**src/rtl/hid_enc_pkg.sv**
```systemverilog
// Shared constants, FSM state type and the ASCII-to-HID usage mapping for hid_key_encoder.
// Define HID_ENC_ARROW_EN to map codes 136..139 to the arrow-key usages.
package hid_enc_pkg;

  localparam logic [7:0] MOD_NONE   = 8'h00;
  localparam logic [7:0] MOD_LCTRL  = 8'h01;
  localparam logic [7:0] MOD_LSHIFT = 8'h02;

  localparam logic [7:0] KEY_1     = 8'd30;
  localparam logic [7:0] KEY_0     = 8'd39;
  localparam logic [7:0] KEY_ENTER = 8'd40;
  localparam logic [7:0] KEY_ESC   = 8'd41;
  localparam logic [7:0] KEY_BKSP  = 8'd42;
  localparam logic [7:0] KEY_TAB   = 8'd43;
  localparam logic [7:0] KEY_SPACE = 8'd44;
  localparam logic [7:0] KEY_MINUS = 8'd45;
  localparam logic [7:0] KEY_EQUAL = 8'd46;
  localparam logic [7:0] KEY_LBRK  = 8'd47;
  localparam logic [7:0] KEY_RBRK  = 8'd48;
  localparam logic [7:0] KEY_BSL   = 8'd49;
  localparam logic [7:0] KEY_SEMI  = 8'd51;
  localparam logic [7:0] KEY_QUOTE = 8'd52;
  localparam logic [7:0] KEY_GRAVE = 8'd53;
  localparam logic [7:0] KEY_COMMA = 8'd54;
  localparam logic [7:0] KEY_DOT   = 8'd55;
  localparam logic [7:0] KEY_SLASH = 8'd56;
  localparam logic [7:0] KEY_RIGHT = 8'd79;
  localparam logic [7:0] KEY_LEFT  = 8'd80;
  localparam logic [7:0] KEY_DOWN  = 8'd81;
  localparam logic [7:0] KEY_UP    = 8'd82;

  typedef enum logic [2:0] {
    ST_IDLE,
    ST_LOOKUP,
    ST_PRESS,
    ST_RELEASE,
    ST_GAP
  } enc_state_t;

  typedef struct packed {
    logic       valid;
    logic [7:0] mod;
    logic [7:0] usage;
  } hid_key_t;

  function automatic hid_key_t hk(input logic [7:0] m, input logic [7:0] u);
    return '{valid: 1'b1, mod: m, usage: u};
  endfunction

  // Control codes 8, 9 and 13 are carved out of the ctrl+letter ranges so they map to BKSP/TAB/ENTER.
  function automatic hid_key_t ascii2hid(input logic [7:0] code);
    hid_key_t r;
    r = '0;
    case (code) inside
      [8'h61:8'h7A]: r = hk(MOD_NONE,   code - 8'h5D);
      [8'h41:8'h5A]: r = hk(MOD_LSHIFT, code - 8'h3D);
      [8'h31:8'h39]: r = hk(MOD_NONE,   code - 8'h13);
      8'h30:         r = hk(MOD_NONE,   KEY_0);
      8'h21:         r = hk(MOD_LSHIFT, KEY_1);
      8'h40:         r = hk(MOD_LSHIFT, KEY_1 + 8'd1);
      8'h23:         r = hk(MOD_LSHIFT, KEY_1 + 8'd2);
      8'h24:         r = hk(MOD_LSHIFT, KEY_1 + 8'd3);
      8'h25:         r = hk(MOD_LSHIFT, KEY_1 + 8'd4);
      8'h5E:         r = hk(MOD_LSHIFT, KEY_1 + 8'd5);
      8'h26:         r = hk(MOD_LSHIFT, KEY_1 + 8'd6);
      8'h2A:         r = hk(MOD_LSHIFT, KEY_1 + 8'd7);
      8'h28:         r = hk(MOD_LSHIFT, KEY_1 + 8'd8);
      8'h29:         r = hk(MOD_LSHIFT, KEY_0);
      8'd13:         r = hk(MOD_NONE,   KEY_ENTER);
      8'd27:         r = hk(MOD_NONE,   KEY_ESC);
      8'd8:          r = hk(MOD_NONE,   KEY_BKSP);
      8'd9:          r = hk(MOD_NONE,   KEY_TAB);
      8'd32:         r = hk(MOD_NONE,   KEY_SPACE);
      8'h2D:         r = hk(MOD_NONE,   KEY_MINUS);
      8'h3D:         r = hk(MOD_NONE,   KEY_EQUAL);
      8'h5B:         r = hk(MOD_NONE,   KEY_LBRK);
      8'h5D:         r = hk(MOD_NONE,   KEY_RBRK);
      8'h5C:         r = hk(MOD_NONE,   KEY_BSL);
      8'h3B:         r = hk(MOD_NONE,   KEY_SEMI);
      8'h27:         r = hk(MOD_NONE,   KEY_QUOTE);
      8'h60:         r = hk(MOD_NONE,   KEY_GRAVE);
      8'h2C:         r = hk(MOD_NONE,   KEY_COMMA);
      8'h2E:         r = hk(MOD_NONE,   KEY_DOT);
      8'h2F:         r = hk(MOD_NONE,   KEY_SLASH);
      8'h5F:         r = hk(MOD_LSHIFT, KEY_MINUS);
      8'h2B:         r = hk(MOD_LSHIFT, KEY_EQUAL);
      8'h7B:         r = hk(MOD_LSHIFT, KEY_LBRK);
      8'h7D:         r = hk(MOD_LSHIFT, KEY_RBRK);
      8'h7C:         r = hk(MOD_LSHIFT, KEY_BSL);
      8'h3A:         r = hk(MOD_LSHIFT, KEY_SEMI);
      8'h22:         r = hk(MOD_LSHIFT, KEY_QUOTE);
      8'h7E:         r = hk(MOD_LSHIFT, KEY_GRAVE);
      8'h3C:         r = hk(MOD_LSHIFT, KEY_COMMA);
      8'h3E:         r = hk(MOD_LSHIFT, KEY_DOT);
      8'h3F:         r = hk(MOD_LSHIFT, KEY_SLASH);
      [8'd1:8'd7], [8'd10:8'd12], [8'd14:8'd26]:
                     r = hk(MOD_LCTRL,  code + 8'd3);
`ifdef HID_ENC_ARROW_EN
      8'd136:        r = hk(MOD_NONE,   KEY_LEFT);
      8'd137:        r = hk(MOD_NONE,   KEY_RIGHT);
      8'd138:        r = hk(MOD_NONE,   KEY_DOWN);
      8'd139:        r = hk(MOD_NONE,   KEY_UP);
`endif
      default:       r = '0;
    endcase
    return r;
  endfunction

endpackage

```
**src/rtl/hid_enc_fifo.sv**
```systemverilog
// Synchronous input FIFO for hid_key_encoder; pointers carry one extra wrap bit to tell full from empty.
module hid_enc_fifo #(
  parameter int unsigned DEPTH = 4,
  parameter int unsigned WIDTH = 8
) (
  input  logic             clk_i,
  input  logic             rst_i,
  input  logic             push_i,
  input  logic [WIDTH-1:0] din_i,
  input  logic             pop_i,
  output logic [WIDTH-1:0] dout_o,
  output logic             empty_o,
  output logic             full_o,
  output logic             full_nxt_o
);

  localparam int unsigned AW = $clog2(DEPTH);

  logic [WIDTH-1:0] mem [DEPTH];
  logic [AW:0]      wr_q, rd_q, wr_d, rd_d;
  logic             do_push, do_pop;

  assign empty_o    = (wr_q == rd_q);
  assign full_o     = ((wr_q ^ rd_q) == {1'b1, {AW{1'b0}}});
  assign do_push    = push_i & ~full_o;
  assign do_pop     = pop_i & ~empty_o;
  assign wr_d       = wr_q + {{AW{1'b0}}, do_push};
  assign rd_d       = rd_q + {{AW{1'b0}}, do_pop};
  assign full_nxt_o = ((wr_d ^ rd_d) == {1'b1, {AW{1'b0}}});
  assign dout_o     = mem[rd_q[AW-1:0]];

  always_ff @(posedge clk_i) begin
    if (rst_i) begin
      wr_q <= '0;
      rd_q <= '0;
    end else begin
      wr_q <= wr_d;
      rd_q <= rd_d;
    end
  end

  always_ff @(posedge clk_i) begin
    if (do_push) mem[wr_q[AW-1:0]] <= din_i;
  end

endmodule

```
**src/rtl/hid_key_encoder.sv**
```systemverilog
// Character-stream to HID boot-keyboard report encoder: each code yields a press then a release report.
// Arrow-key codes 136..139 are only mapped when HID_ENC_ARROW_EN is defined.
module hid_key_encoder
  import hid_enc_pkg::*;
#(
  parameter int unsigned HOLD_CYCLES = 12000,
  parameter int unsigned GAP_CYCLES  = 12000,
  parameter int unsigned FIFO_DEPTH  = 4
) (
  input  logic       clk_i,
  input  logic       rst_i,
  input  logic [7:0] char_i,
  input  logic       char_valid_i,
  output logic       char_ready_o,
  output logic [1:0] typ_o,
  output logic       report_o,
  output logic [7:0] key_modifiers_o,
  output logic [7:0] key1_o,
  output logic [7:0] key2_o,
  output logic       busy_o,
  output logic       err_o
);

  localparam int unsigned CNT_MAX = (HOLD_CYCLES > GAP_CYCLES) ? HOLD_CYCLES : GAP_CYCLES;
  localparam int unsigned CW      = $clog2(CNT_MAX + 1);

  enc_state_t state_q, state_d;
  logic [CW-1:0] cnt_q, cnt_d;
  logic [7:0] code_q, code_d, key1_q, key1_d, mod_q, mod_d;
  logic report_q, report_d, err_q, err_d, ready_q;
  logic [1:0] typ_q;
  logic push, pop, fifo_empty, fifo_full, fifo_full_nxt;
  logic [7:0] fifo_dout;
  hid_key_t lut;

  assign push = char_valid_i & char_ready_o & ~fifo_full;
  assign lut  = ascii2hid(code_q);

  hid_enc_fifo #(
    .DEPTH(FIFO_DEPTH),
    .WIDTH(8)
  ) u_fifo (
    .clk_i      (clk_i),
    .rst_i      (rst_i),
    .push_i     (push),
    .din_i      (char_i),
    .pop_i      (pop),
    .dout_o     (fifo_dout),
    .empty_o    (fifo_empty),
    .full_o     (fifo_full),
    .full_nxt_o (fifo_full_nxt)
  );

  always_comb begin
    state_d  = state_q;
    cnt_d    = cnt_q;
    code_d   = code_q;
    key1_d   = key1_q;
    mod_d    = mod_q;
    report_d = 1'b0;
    err_d    = 1'b0;
    pop      = 1'b0;
    case (state_q)
      ST_IDLE: begin
        if (!fifo_empty) begin
          pop     = 1'b1;
          code_d  = fifo_dout;
          state_d = ST_LOOKUP;
        end
      end
      ST_LOOKUP: begin
        if (!lut.valid) begin
          err_d   = 1'b1;
          state_d = ST_IDLE;
        end else begin
          key1_d   = lut.usage;
          mod_d    = lut.mod;
          report_d = 1'b1;
          cnt_d    = CW'(HOLD_CYCLES - 1);
          state_d  = ST_PRESS;
        end
      end
      ST_PRESS: begin
        if (cnt_q == '0) begin
          key1_d   = '0;
          mod_d    = '0;
          report_d = 1'b1;
          cnt_d    = CW'(GAP_CYCLES - 1);
          state_d  = ST_RELEASE;
        end else begin
          cnt_d = cnt_q - 1'b1;
        end
      end
      ST_RELEASE: state_d = ST_GAP;
      ST_GAP: begin
        if (cnt_q == '0) state_d = ST_IDLE;
        else             cnt_d   = cnt_q - 1'b1;
      end
      default: state_d = ST_IDLE;
    endcase
  end

  // Ready is registered from the post-edge fill level so it always equals "not full" outside reset.
  always_ff @(posedge clk_i) begin
    if (rst_i) begin
      state_q  <= ST_IDLE;
      cnt_q    <= '0;
      code_q   <= '0;
      key1_q   <= '0;
      mod_q    <= '0;
      report_q <= 1'b0;
      err_q    <= 1'b0;
      ready_q  <= 1'b0;
      typ_q    <= 2'd0;
    end else begin
      state_q  <= state_d;
      cnt_q    <= cnt_d;
      code_q   <= code_d;
      key1_q   <= key1_d;
      mod_q    <= mod_d;
      report_q <= report_d;
      err_q    <= err_d;
      ready_q  <= ~fifo_full_nxt;
      typ_q    <= 2'd1;
    end
  end

  assign char_ready_o    = ready_q;
  assign typ_o           = typ_q;
  assign report_o        = report_q;
  assign key_modifiers_o = mod_q;
  assign key1_o          = key1_q;
  assign key2_o          = '0;
  assign err_o           = err_q;
  assign busy_o          = (state_q != ST_IDLE) | ~fifo_empty;

endmodule

```
**config.mk**
```make
export PLATFORM = sky130hd
export DESIGN_NAME = hid_key_encoder
export DESIGN_NICKNAME = d
export VERILOG_FILES = /design/src/rtl/hid_enc_pkg.sv /design/src/rtl/hid_enc_fifo.sv /design/src/rtl/hid_key_encoder.sv
export SDC_FILE = /design/constraint.sdc
export NUM_CORES = 1
export LEC_CHECK = 0
export CORE_AREA = 2 2 116 118
export DETAILED_ROUTE_END_ITERATION = 16
export DIE_AREA = 0 0 118 120
export PLACE_DENSITY = 0.58
export SYNTH_ARGS = -nofsm -noshare
export SYNTH_HDL_FRONTEND = slang
export SYNTH_SLANG_ARGS = --single-unit
```
**constraint.sdc**
```tcl
create_clock -name clk_i -period 6.8 [get_ports clk_i]
set_input_delay 1.36 -clock clk_i [delete_from_list [all_inputs] [get_ports clk_i]]
set_output_delay 1.36 -clock clk_i [all_outputs]
set_load 0.01 [all_outputs]
```
-- Yosys cells after proc, flatten, opt, wreduce, memory -nomap -nowiden
Memories as Yosys holds them, arrays and structs flattened. A register that Yosys moved wholly into a read port is not among the register bits.
Index checks and enable logic that the tools add are counted.
- shifts and indexed selects: 0
- magnitude comparators: 12
- bitwise operators: 11
- divide/modulo/power cells: 0
- multiply operators: 0
- muxes and demuxes: 65
- reductions and logical operators: 17
- add/subtract/negate cells: 7
- eq/ne operators: 50
- operators by type and width (operator ; number):
    17-bit two-way mux ; 42
    8-bit by 6-bit == test with 1-bit output, second input constant ; 23
    8-bit by 7-bit == test with 1-bit output, second input constant ; 11
    14-bit two-way mux ; 3
    14-bit case mux with 3 select lines ; 1
    8-bit case mux with 2 select lines ; 2
    8-bit by 4-bit == test with 1-bit output, second input constant ; 3
    8-bit two-way mux ; 3
    8-bit by 4-bit >= comparator with 1-bit output, second input constant ; 2
    8-bit by 7-bit >= comparator with 1-bit output, second input constant ; 2
    8-bit by 7-bit less-or-equal comparator with 1-bit output, second input constant ; 2
    3-bit case mux with 5 select lines ; 1
    14-bit logical NOT ; 1
    14-bit by 1-bit subtractor with 14-bit output, second input constant ; 1
    2-bit inequality test, second input constant ; 5
    3-bit == test, second input constant ; 3
    3-bit two-way mux ; 3
    3-bit AND reduction ; 3
    8-bit by 2-bit adder with 8-bit output, second input constant ; 1
    8-bit by 5-bit == test with 1-bit output, second input constant ; 1
    8-bit by 1-bit >= comparator with 1-bit output, second input constant ; 1
    8-bit by 6-bit >= comparator with 1-bit output, second input constant ; 1
    8-bit by 3-bit less-or-equal comparator with 1-bit output, second input constant ; 1
    8-bit by 4-bit less-or-equal comparator with 1-bit output, second input constant ; 1
    23 further kinds ; 45
- flip-flop bits (word level): 44
- bits in writable memories: 32
- memories kept: 1
- ROM bits: 0
- input port bits: 11
- bits in latches: 0
- word-level logic and storage cells: 173
- memories (name ; depth ; bits a word ; read ports ; clocked after Yosys merged registers in ; write ports ; line ; RTL):
    u_fifo.mem ; 4 ; 8 ; 1 ; 1 ; 1 ; hid_enc_fifo.sv:19 ; logic [WIDTH-1:0] mem [DEPTH];

-- Logic depth before layout (Yosys ltp)
Gate-level depths: netlist of the first run.
- depth after elaboration: 47
- gate-level depth with buffers: 11
- mapped depth without buffers: 9

-- Hierarchy
Synthesis of the first run repeated with hierarchy kept, for this count alone.
- cell total of the unflattened synthesis: 524
- area total of the unflattened synthesis: 4948.5 um^2
- by module, submodules not included (module ; instances ; seq. area each (um^2) ; area an instance (um^2) ; cells each):
    hid_key_encoder ; 1 ; 780.7 ; 3377.0 ; 446
    hid_enc_fifo ; 1 ; 1081.0 ; 1571.5 ; 78

-- Least setup slack after synthesis of the first run
No wires, ideal clock.
- path kind: register -> register
- from: reg code_q[1], read port of u_fifo.mem
- to: reg key1_q[0] (netlist: key1_o[0])
- path buffers: 1
- data arrival time: 2.723 ns
- setup slack: 3.960 ns
- clock period less this slack: 2.840 ns
- cell stages (with the launch flop): 11
- cells stage by stage: dfxtp_1 -> inv_1 -> ha_1 -> or4b_2 -> o21bai_1 -> a21oi_1 -> nor4_2 -> nand3_1 -> and3_1 -> clkbuf_1 -> a32o_1
- word-level cells in the longest chain between the ends: 47
- elaborated cells between the ends (all ways): 103
- ends and longest elaborated chain (item ; line ; RTL):
    start, declared ; hid_key_encoder.sv:29 ; logic [7:0] code_q, code_d, key1_q, key1_d, mod_q, mod_d;
    8-bit by 1-bit >= comparator with 1-bit output (implied by the code), or another cell as far along ; hid_key_encoder.sv:37 ; assign lut = ascii2hid(code_q);
    1-bit logical AND (implied by the code) ; hid_key_encoder.sv:37 ;
    3-bit OR reduction ; hid_enc_pkg.sv:54 ; case (code) inside
    17-bit two-way mux (41 in a row) ; hid_enc_pkg.sv:54 ;
    17-bit two-way mux * ; hid_enc_pkg.sv:54 ;
    8-bit two-way mux / 2-bit inequality test (equally long branches) ; - ;
    8-bit case mux with 2 select lines / 3-bit AND reduction (equally long branches) ; - ;
    end signal, assigned ; hid_key_encoder.sv:119 ; key1_q <= key1_d;
    end, declared ; hid_key_encoder.sv:29 ;
Mark *: on every way between the ends. The rest lies on a longest branch, timed or not. The select of a mux whose other input is x is not followed.
A chain may end at the register's enable or synchronous reset.

-- Worst setup path in the final report of the first run
- from: reg code_q[0], read port of u_fifo.mem
- to: reg key1_q[1] (netlist: key1_o[1])
Same word-level chain as after synthesis.

==> metrics, run 1 <==
outcome completed; crit path capture type flop; final setup violation count 0; DR pass1 iterations 5; worst hold-check path type reg2reg; Fin. Hold Viols 0; distinct cell type count after synthesis 81; Flop pwr share roughly 29%; first-pass GRT wire length 19240 µm; Critical Path RT 7080 ps; GR Overflow Total 0; Area Growth Syn to Fin 13.50%; mapped cell area 4681 µm²; via/cell ratio 5.782; DRT antenna net count 0; Die H 120 µm; syn avg cell area between 9 and 10 µm²; crit path kind reg2reg; post-layout min period 4024 ps; Die X 118 µm; Max Root-Sink Buffers 2; final period utilization 59.18%; drc violations 0; RSZ-0062 raised after global routing no; sw power 0.001048 W; Sw Share 43.31%; Std-Cell Rows 42; H-tree lvl count 3; CTS tree done; Slew headroom a little under a quarter; antenna violations before repair 0; Slew @ Worst Pin 1144 ps; cell count after synthesis 485; Resize count post-CTS 0; crit-path max FO 24; final worst slack 2776 ps; Worst-path clk slew around 60 ps; Peak VDD IR 0.0001692 V; Final Cell Area 5313 µm²; Layout Nets 514; yosys warns 0; # IOs 41; gpl congestion 0.9256; Post-Route WL 11650 µm; main flop type after synthesis dfxtp_1; P_leak between 1.5 and 2 nW; worst path arrival time between 4000 and 5000 ps; die area 14160 µm²; clock network fraction of total power 20.2%; CTS hold repair buffers 0; crit path launch type flop; port buffer count 25; wire length per cell 17.26 µm; commonest non-fill, non-tap cell in the layout dfxtp_1; ratio of cells with drive above 1 in the final layout roughly a tenth; pre-CTS WS 2852 ps; most frequent cells in the layout dfxtp_1, nor2_1, edfxtp_1; Root Driver clkbuf_16; number of global-route vias before repair roughly 3800; antenna cells 0; largest net degree at the start of global routing 39; PwrDens approximately 460 nW/µm²; HPWL after DPL 7994 µm; vias post-DR 3903; Clock Latency Late Sink 340 ps; Setup Total Neg Slack 0 ps; Async SR Flop Fraction 0%; Num CTS Buffers 9; Max Slew Vio Count 0; setup repair bufs after CTS 0; Clock Sinks 77; dominant cells by area after synthesis edfxtp_1, dfxtp_1, mux4_2; Comb pwr share 50.8%; Synth area leader edfxtp_1; P_int 0.001372 W; Total Routing Usage GR 16.96%; placed inst area 5009 µm²; EDFF count, synth 32; number of DRC markers in iteration 0 between 300 and 400; post-synthesis sequential area ratio approximately 40%; core area between 10000 and 15000 µm²; clk_skew 7.311 ps; initial core utilization 36.06%; Max-Cap Viols 0; synthesis-stage register bit count 77; Max Freq 248.5 MHz; area share of the largest cell type after synthesis about 21%
## worst max-delay path, cell delays in order, from the launching register on
cell and delay (ps):
dfxtp_1 360, inv_1 160, ha_1 780, or4b_2 710, o21bai_1 200, a21oi_1 150
nor4_2 450, nand4_2 480, a21oi_2 480, a22o_1 200
## flip-flops by register name, summed over array words and instances (netlist names), 2 cells and up
name / count
u_fifo.mem: 32
cnt_q: 14
code_q: 8
key1_o: 8
state_q: 3
u_fifo.rd_q: 3
u_fifo.wr_q: 3
key_modifiers_o: 2
## layer usage
| metal | GRT usage, % | routed length [µm] | share of wire [%] |
|---|---|---|---|
| met1 | 21.86 | 5268 | 45 |
| met4 | 8.660 | 376 | 3.2 |
| met3 | 3.327 | 610 | 5.2 |
| met2 | 27.11 | 5395 | 46 |
| met5 | 0 | 0 | 0 |
## logic make-up (layout without fill, tap and decap cells)
| group | count (synthesis) | count (layout) | synth area share (%) |
|---|---|---|---|
| xor+xnor | 16 | 16 | 2.994 |
| other cells | 1 | 15 | 0.08012 |
| mux | 18 | 18 | 5.988 |
| compound gates | 125 | 125 | 19.81 |
| simple gates | 174 | 174 | 21.95 |
| flops | 77 | 77 | 39.78 |
| buf+inv | 64 | 64 | 6.790 |
| fa+ha+maj | 10 | 10 | 2.620 |
## stage by stage
step                      power (W)  instances  utilization, %  hold slack (ps)
after floorplan            0.001611        499               -            450.6
after global placement     0.001912        659           38.59            442.2
after detailed placement   0.001914        659           38.59            448.7
after CTS                  0.002415        675           40.93            463.2
after global routing       0.002586        675           40.93            474.4
final                      0.002420        675           40.93            460.6
## worst paths after layout
kind / startpoint / endpoint / slack [ps] / cells after the start
setup / recovery: code_q[0] / key1_o[1] / 2780 / 9
hold / removal: key1_o[6] / key1_o[6] / 460 / 1
setup reg to reg: code_q[0] / key1_o[1] / 2780 / 9
hold reg to reg: key1_o[6] / key1_o[6] / 460 / 1
## final cells by class
class / count / area [µm²]
Fill cell: 1290 / 7667
Tap cell: 176 / 220.2
Multi-Input combinational cell: 358 / 2560
Timing Repair Buffer: 33 / 310.3
Clock inverter: 7 / 78.83
Clock buffer: 9 / 225.2
Inverter: 15 / 56.30
Sequential cell: 77 / 1862
## synth_stat cells (all sizes together) (3+ instances only)
library cell / instances
nand3: 4
a2111oi: 3
o2111ai: 3
a22o: 4
or2: 3
o31ai: 4
a31oi: 11
nor3b: 10
xor2: 6
nand4: 6
and3: 6
o221ai: 4
nand2b: 8
nor2: 35
ha: 9
mux4: 8
or4b: 5
mux2i: 10
a21oi: 23
dfxtp: 45
nand3b: 7
xnor2: 10
and2: 6
clkbuf: 21
buf: 28
nor2b: 13
a221oi: 4
o21bai: 4
o22ai: 4
a211oi: 5
o21ai: 14
a311oi: 10
nand4b: 4
a32o: 4
or3: 8
nor4b: 3
o32ai: 6
nor4: 6
nor3: 11
nand2: 30
inv: 15
edfxtp: 32
## power groups by stage
stage          clock network [W]  registers (W)  logic [W]
2_1_floorplan                  0       0.000633   0.000978
3_3_place_gp                   0       0.000707    0.00120
3_5_place_dp                   0       0.000710    0.00120
4_1_cts                 0.000501       0.000701    0.00121
5_1_grt                 0.000520       0.000721    0.00134
6_report                0.000489       0.000702    0.00123
Power figures use the tool's default switching activity.
==> run 2, diff against run 1 <==
==> constraint.sdc (replaced) <==
create_clock -name clk_i -period 4 [get_ports clk_i]
set_input_delay 0.8 -clock clk_i [delete_from_list [all_inputs] [get_ports clk_i]]
set_output_delay 0.8 -clock clk_i [all_outputs]
set_load 0.01 [all_outputs]
==> run 2 against run 1 <==
  * First-iteration DRC count up 18%
  * Sequential power is 72% higher
  * Core utilization is 0.90 points higher
  * Register-to-register slack worse by 2200 ps
  * Maximum frequency grew 19%
  * Global-route usage rose by 0.60 points
  * Cell count increased by 2.4%
==> metrics, run 2 (synthesized netlist as in run 1, its figures left out) <==
worst reg2reg path endpoint key1_o[3]; CP top delay family simple AND/OR/NAND/NOR gates; post-layout min period 3382 ps (-642.4 ps); Max Slew Vio Count 0 (unchanged); CP Capture Point key1_o[3]; gpl congestion 0.9295 (+0.42%); Slew headroom 22.93% (-0.21 points); largest net degree at the start of global routing 34 (-13%); Final Cell Area 5429 µm² (+2.2%); first-pass GRT wire length 19780 µm (+2.8%); crit path launch type flop; Fin. Hold Viols 0 (unchanged); Resize count post-CTS 0 (unchanged); antenna cells 0 (unchanged); Multi-input gate area 2560 µm² (unchanged); Sw Share 42.66% (-0.65 points); antenna violations before repair 0 (unchanged); Die H 120 µm (unchanged); Fill cells 1293 (+0.23%); final setup violation count 0 (unchanged); # IOs 41 (unchanged); initial core utilization 36.06% (unchanged); worst path arrival time 3670 ps (-630 ps); core area 12980 µm² (unchanged); crit-path max FO 17 (-29%); Peak VDD IR 0.0003478 V (+110%); crit path kind reg2reg; Setup Total Neg Slack 0 ps (unchanged); Root Driver clkbuf_16; Flop pwr share 28.8% (-0.2 points); commonest non-fill, non-tap cell in the layout dfxtp_1; max reg flops 32 (unchanged); drc violations 0 (unchanged); CTS hold repair buffers 0 (unchanged); wire length per cell 17.31 µm (+0.30%); placed inst area 5129 µm² (+2.4%); die area 14160 µm² (unchanged); r2r setup slk 620 ps (-2160 ps); CTS tree done; Num CTS Buffers 9 (unchanged); FF/Latch Area 1862 µm² (unchanged); clock network fraction of total power 19.3% (-0.9 points); GR Overflow Total 0 (unchanged); Reg2Reg Launch Point code_q[1]; max incr delay on CP 720 ps (-60 ps); vias post-DR 3954 (+1.3%); setup repair bufs after CTS 0 (unchanged); Slew @ Worst Pin 1147 ps (+3.074 ps); total power 0.004201 W (+74%); crit path from code_q[1]; Std-Cell Rows 42 (unchanged); number of DRC markers in iteration 0 411 (+18%); outcome completed; Area Growth Syn to Fin 15.99%; DR pass1 iterations 5 (unchanged); Layout Nets 530 (+3.1%); Clock Sinks 77 (unchanged); crit path capture type flop; Critical Path RT 4280 ps (-2800 ps); Worst-path clk slew 60 ps (about the same); number of global-route vias before repair 3780 (+0.51%); Max-Cap Viols 0 (unchanged); RSZ-0062 raised after global routing no; P_int 0.002409 W (+76%); ratio of cells with drive above 1 in the final layout 12.82% (+2.8 points); H-tree lvl count 3 (unchanged); crit-path cells inv_1 -> ha_1 -> or4b_2 -> o21bai_1 -> a21oi_1 -> nor4_2 -> nand4_2 -> buf_4 -> a21oi_2 -> a22o_1; Max Freq 295.7 MHz (+19%); worst hold-check path type reg2reg; Post-Route WL 11960 µm (+2.7%); R2R cell count 10 (+1); Die X 118 µm (unchanged); most frequent cells in the layout dfxtp_1, nor2_1, edfxtp_1; Max Root-Sink Buffers 2 (unchanged); PwrDens 773.8 nW/µm² (+70%); Total Routing Usage GR 17.55% (+0.60 points); worst path buffer plus inverter count 2 (+1); HPWL after DPL 8481 µm (+6.1%); Crit-path slowest cell or4b_2; clk_skew 5.488 ps (-1.824 ps); number of cells on the critical path 10 (+1); port buffer count 25 (unchanged); Clock Latency Late Sink 340 ps (about the same); sw power 0.001792 W (+71%); final period utilization 84.54% (+25 points); DRT antenna net count 0 (unchanged); Comb pwr share 51.9% (+1.1 points); P_leak 1.905 nW (+4.1%); via/cell ratio 5.722 (-1.0%)
run 2: cell count changes in the layout (fill, tap and decap cells not counted):
cell        previous run  this run
buf_4                  8        24
inv_6                  3         1
inv_8                  1         0
clkinv_4               0         2
clkinvlp_4             1         2
run 2: worst min path at each step:
stage                         start         to  slack, ps  depth (start not counted)
final                     key1_o[7]  key1_o[7]        460                          1
after detailed placement  key1_o[7]  key1_o[7]        450                          1
after global placement    key1_o[7]  key1_o[7]        440                          1
after CTS                 key1_o[7]  key1_o[7]        460                          1
after global routing      key1_o[7]  key1_o[7]        490                          1
after floorplan           cnt_q[13]  cnt_q[13]        450                          1
run 2: metal layers:
metal	vias to the layer above	wire length [µm]	share of wire [%]	GRT usage, %
met5	-	0	0	0
met3	40	476	4.0	3.375
met4	0	495	4.1	9.639
met2	136	5596	47	28.02
li1	1880	-	-	-
met1	1898	5394	45	22.44
run 2: layout make-up:
type	count	area share (%)
repair buffers	49	7.928
clock inverters	7	1.383
flip-flops and latches	77	34.29
multi-input cells	358	47.15
well taps	176	4.056
clock buffers	9	4.148
inverters	15	1.037
run 2: power groups by stage:
stage	Clock, W	Sequential [W]	Combinational (W)
2_1_floorplan	0	0.00108	0.00166
3_3_place_gp	0	0.00121	0.00214
3_5_place_dp	0	0.00122	0.00215
4_1_cts	0.000829	0.00120	0.00217
5_1_grt	0.000864	0.00124	0.00238
6_report	0.000810	0.00121	0.00218
run 2: through the flow:
step / utilization [%] / instances / hold slack, ps / setup WS, ps
floorplan: - / 499 / 450.6 / 1160
global placement: 39.51 / 675 / 442.4 / 740.4
detailed placement: 39.51 / 675 / 445.8 / 616.2
CTS: 41.83 / 691 / 463.6 / 600.3
global route: 41.83 / 691 / 494.8 / 328.7
finish: 41.83 / 691 / 457.5 / 618.4
run 2: worst register-to-register path: cells and delay by family (launching register included):
family / cells / cell delay [ps]
AND/OR/NAND/NOR: 3 / 1300
AO/OA/AOI/OAI: 4 / 860
flip-flops: 1 / 500
buffers and inverters: 2 / 350
adder cells (fa/ha/maj): 1 / 330
==> run 3, diff against run 2 <==
--- a/config.mk
+++ b/config.mk
@@ -8,7 +8,7 @@
 export CORE_AREA = 2 2 116 118
 export DETAILED_ROUTE_END_ITERATION = 16
 export DIE_AREA = 0 0 118 120
-export PLACE_DENSITY = 0.58
+export PLACE_DENSITY = 0.6
 export SYNTH_ARGS = -nofsm -noshare
 export SYNTH_HDL_FRONTEND = slang
 export SYNTH_SLANG_ARGS = --single-unit
==> constraint.sdc (replaced) <==
create_clock -name clk_i -period 3 [get_ports clk_i]
set_input_delay 0.6 -clock clk_i [delete_from_list [all_inputs] [get_ports clk_i]]
set_output_delay 0.6 -clock clk_i [all_outputs]
set_load 0.01 [all_outputs]
==> run 3 against run 2 <==
  * Core utilization is 2.1 points higher
  * Combinational power rose by 55%
  * Critical path type unchanged
  * Total power up 41%
  * Register-to-register slack lost 460 ps
  * Worst setup slack got worse by 460 ps
==> metrics, run 3 (synthesized netlist as in run 1, its figures left out) <==
number of global-route vias before repair 3926 (+3.9%); Peak VDD IR 0.0004615 V (+33%); Area Growth Syn to Fin 21.79%; ratio of cells with drive above 1 in the final layout 18.58% (+5.8 points); H-tree lvl count 3 (unchanged); crit-path cells inv_1 -> ha_1 -> buf_6 -> or4b_2 -> o32ai_2 -> a221oi_1 -> and4_4 -> and4_4 -> or4_1 -> a21oi_1; HPWL after DPL 9108 µm (+7.4%); # IOs 41 (unchanged); sw power 0.002474 W (+38%); pre-CTS WS 99.71 ps (-516.5 ps); crit path capture type flop; die area 14160 µm² (unchanged); Die H 120 µm (unchanged); placed inst area 5366 µm² (+4.6%); commonest non-fill, non-tap cell in the layout buf_4; DRT antenna net count 0 (unchanged); first-pass GRT wire length 20360 µm (+2.9%); final worst slack 157.2 ps (-461.1 ps); PwrDens 1036 nW/µm² (+34%); CTS tree done; Root Driver clkbuf_16; vias post-DR 4073 (+3.0%); Slew @ Worst Pin 1109 ps (-37.79 ps); Clock Sinks 77 (unchanged); clk_skew 6.281 ps (+0.7931 ps); Fin. Hold Viols 0 (unchanged); Layout Nets 564 (+6.4%); max reg flops 32 (unchanged); Setup Total Neg Slack 0 ps (unchanged); worst hold-check path type reg2reg; CP most frequent cell and4_4; outcome completed; Total Routing Usage GR 17.99% (+0.44 points); Comb pwr share 57.1% (+5.2 points); final period utilization 94.76% (+10 points); via/cell ratio 5.618 (-1.8%); final core utilization 43.92% (+2.1 points); Post-Route WL 12590 µm (+5.2%); Critical Path RT 3280 ps (-1000 ps); CP top delay family simple AND/OR/NAND/NOR gates; number of DRC markers in iteration 0 388 (-5.6%); worst path buffer plus inverter count 2 (unchanged); Num CTS Buffers 9 (unchanged); CTS hold repair buffers 0 (unchanged); worst path arrival time 3120 ps (-550 ps); antenna cells 0 (unchanged); Max Slew Vio Count 0 (unchanged); Multi-input gate area 2581 µm² (+0.83%); DR pass1 iterations 7 (+2); Worst-path clk slew 60 ps (about the same); clock network fraction of total power 17.2% (-2.1 points); Std-Cell Rows 42 (unchanged); max incr delay on CP 630 ps (-90 ps); Slew headroom 25.47% (+2.5 points); Die X 118 µm (unchanged); FF/Latch Area 1862 µm² (unchanged); P_int 0.003435 W (+43%); P_leak 2.087 nW (+9.6%); crit path kind reg2reg; largest net degree at the start of global routing 33 (-2.9%); Max Freq 351.8 MHz (+19%); Fill cells 1263 (-2.3%); port buffer count 25 (unchanged); GR Overflow Total 0 (unchanged); Max Root-Sink Buffers 2 (unchanged); Clock Latency Late Sink 340 ps (about the same); post-layout min period 2843 ps (-538.9 ps); drc violations 0 (unchanged); crit path launch type flop; initial core utilization 36.06% (unchanged); crit-path max FO 17 (unchanged); Sw Share 41.87% (-0.79 points); Max-Cap Viols 0 (unchanged); most frequent cells in the layout buf_4, dfxtp_1, nor2_1; Final Cell Area 5700 µm² (+5.0%); core area 12980 µm² (unchanged); wire length per cell 17.36 µm (+0.27%); RSZ-0062 raised after global routing no; gpl congestion 0.9737 (+4.8%); antenna violations before repair 0 (unchanged); final setup violation count 0 (unchanged); Crit-path slowest cell or4b_2; Flop pwr share 25.7% (-3.1 points)
[run 3: cell type report]
class,instances,area share [%]
multi-input cells,358,45.28
flip-flops and latches,77,32.66
repair buffers,83,12.31
clock buffers,11,4.258
well taps,176,3.863
inverters,15,0.9877
clock inverters,5,0.6365
[run 3: what timing repair did]
| item | 4_1_cts | 5_1_grt |
|---|---|---|
| setup buffers | 0 | 4 |
| endpoints found under the setup margin | 0 | 4 |
| gates resized for setup | 0 | 6 |
[run 3: worst paths after layout]
check,from,endpoint,slack [ps],cells past startpoint
setup reg to reg,code_q[0],cnt_q[5],160,10
hold / removal,key1_o[7],key1_o[7],460,1
hold reg to reg,key1_o[7],key1_o[7],460,1
setup / recovery,code_q[0],cnt_q[5],160,10
[run 3: per-stage QoR]
stage,total power [W],cells,hold WS (ps)
final,0.005908,725,464.6
after global routing,0.006300,725,488.1
after CTS,0.005781,721,472.1
after detailed placement,0.004754,705,453.4
after global placement,0.004745,705,447.0
after floorplan,0.003653,499,450.6
[run 3: worst register-to-register path, cell delays in order, from the launching register on]
cell and delay, ps:
dfxtp_1 320, inv_1 110, ha_1 200, buf_6 190
or4b_2 630, o32ai_2 170, a221oi_1 120, and4_4 220
and4_4 170, or4_1 490, a21oi_1 140
[run 3: power groups by stage]
| stage | clock network [W] | registers [W] | logic, W |
|---|---|---|---|
| 2_1_floorplan | 0 | 0.00144 | 0.00222 |
| 6_report | 0.00102 | 0.00152 | 0.00338 |
| 3_3_place_gp | 0 | 0.00153 | 0.00322 |
| 3_5_place_dp | 0 | 0.00153 | 0.00322 |
| 5_1_grt | 0.00107 | 0.00156 | 0.00368 |
| 4_1_cts | 0.00103 | 0.00151 | 0.00324 |
[run 3: per-layer routing]
layer,vias up,global-route usage (%),wire (µm)
met3,31,3.755,700
met4,0,9.337,402
met1,1942,23.25,5630
met5,-,0,0
met2,148,28.45,5852
li1,1952,-,-
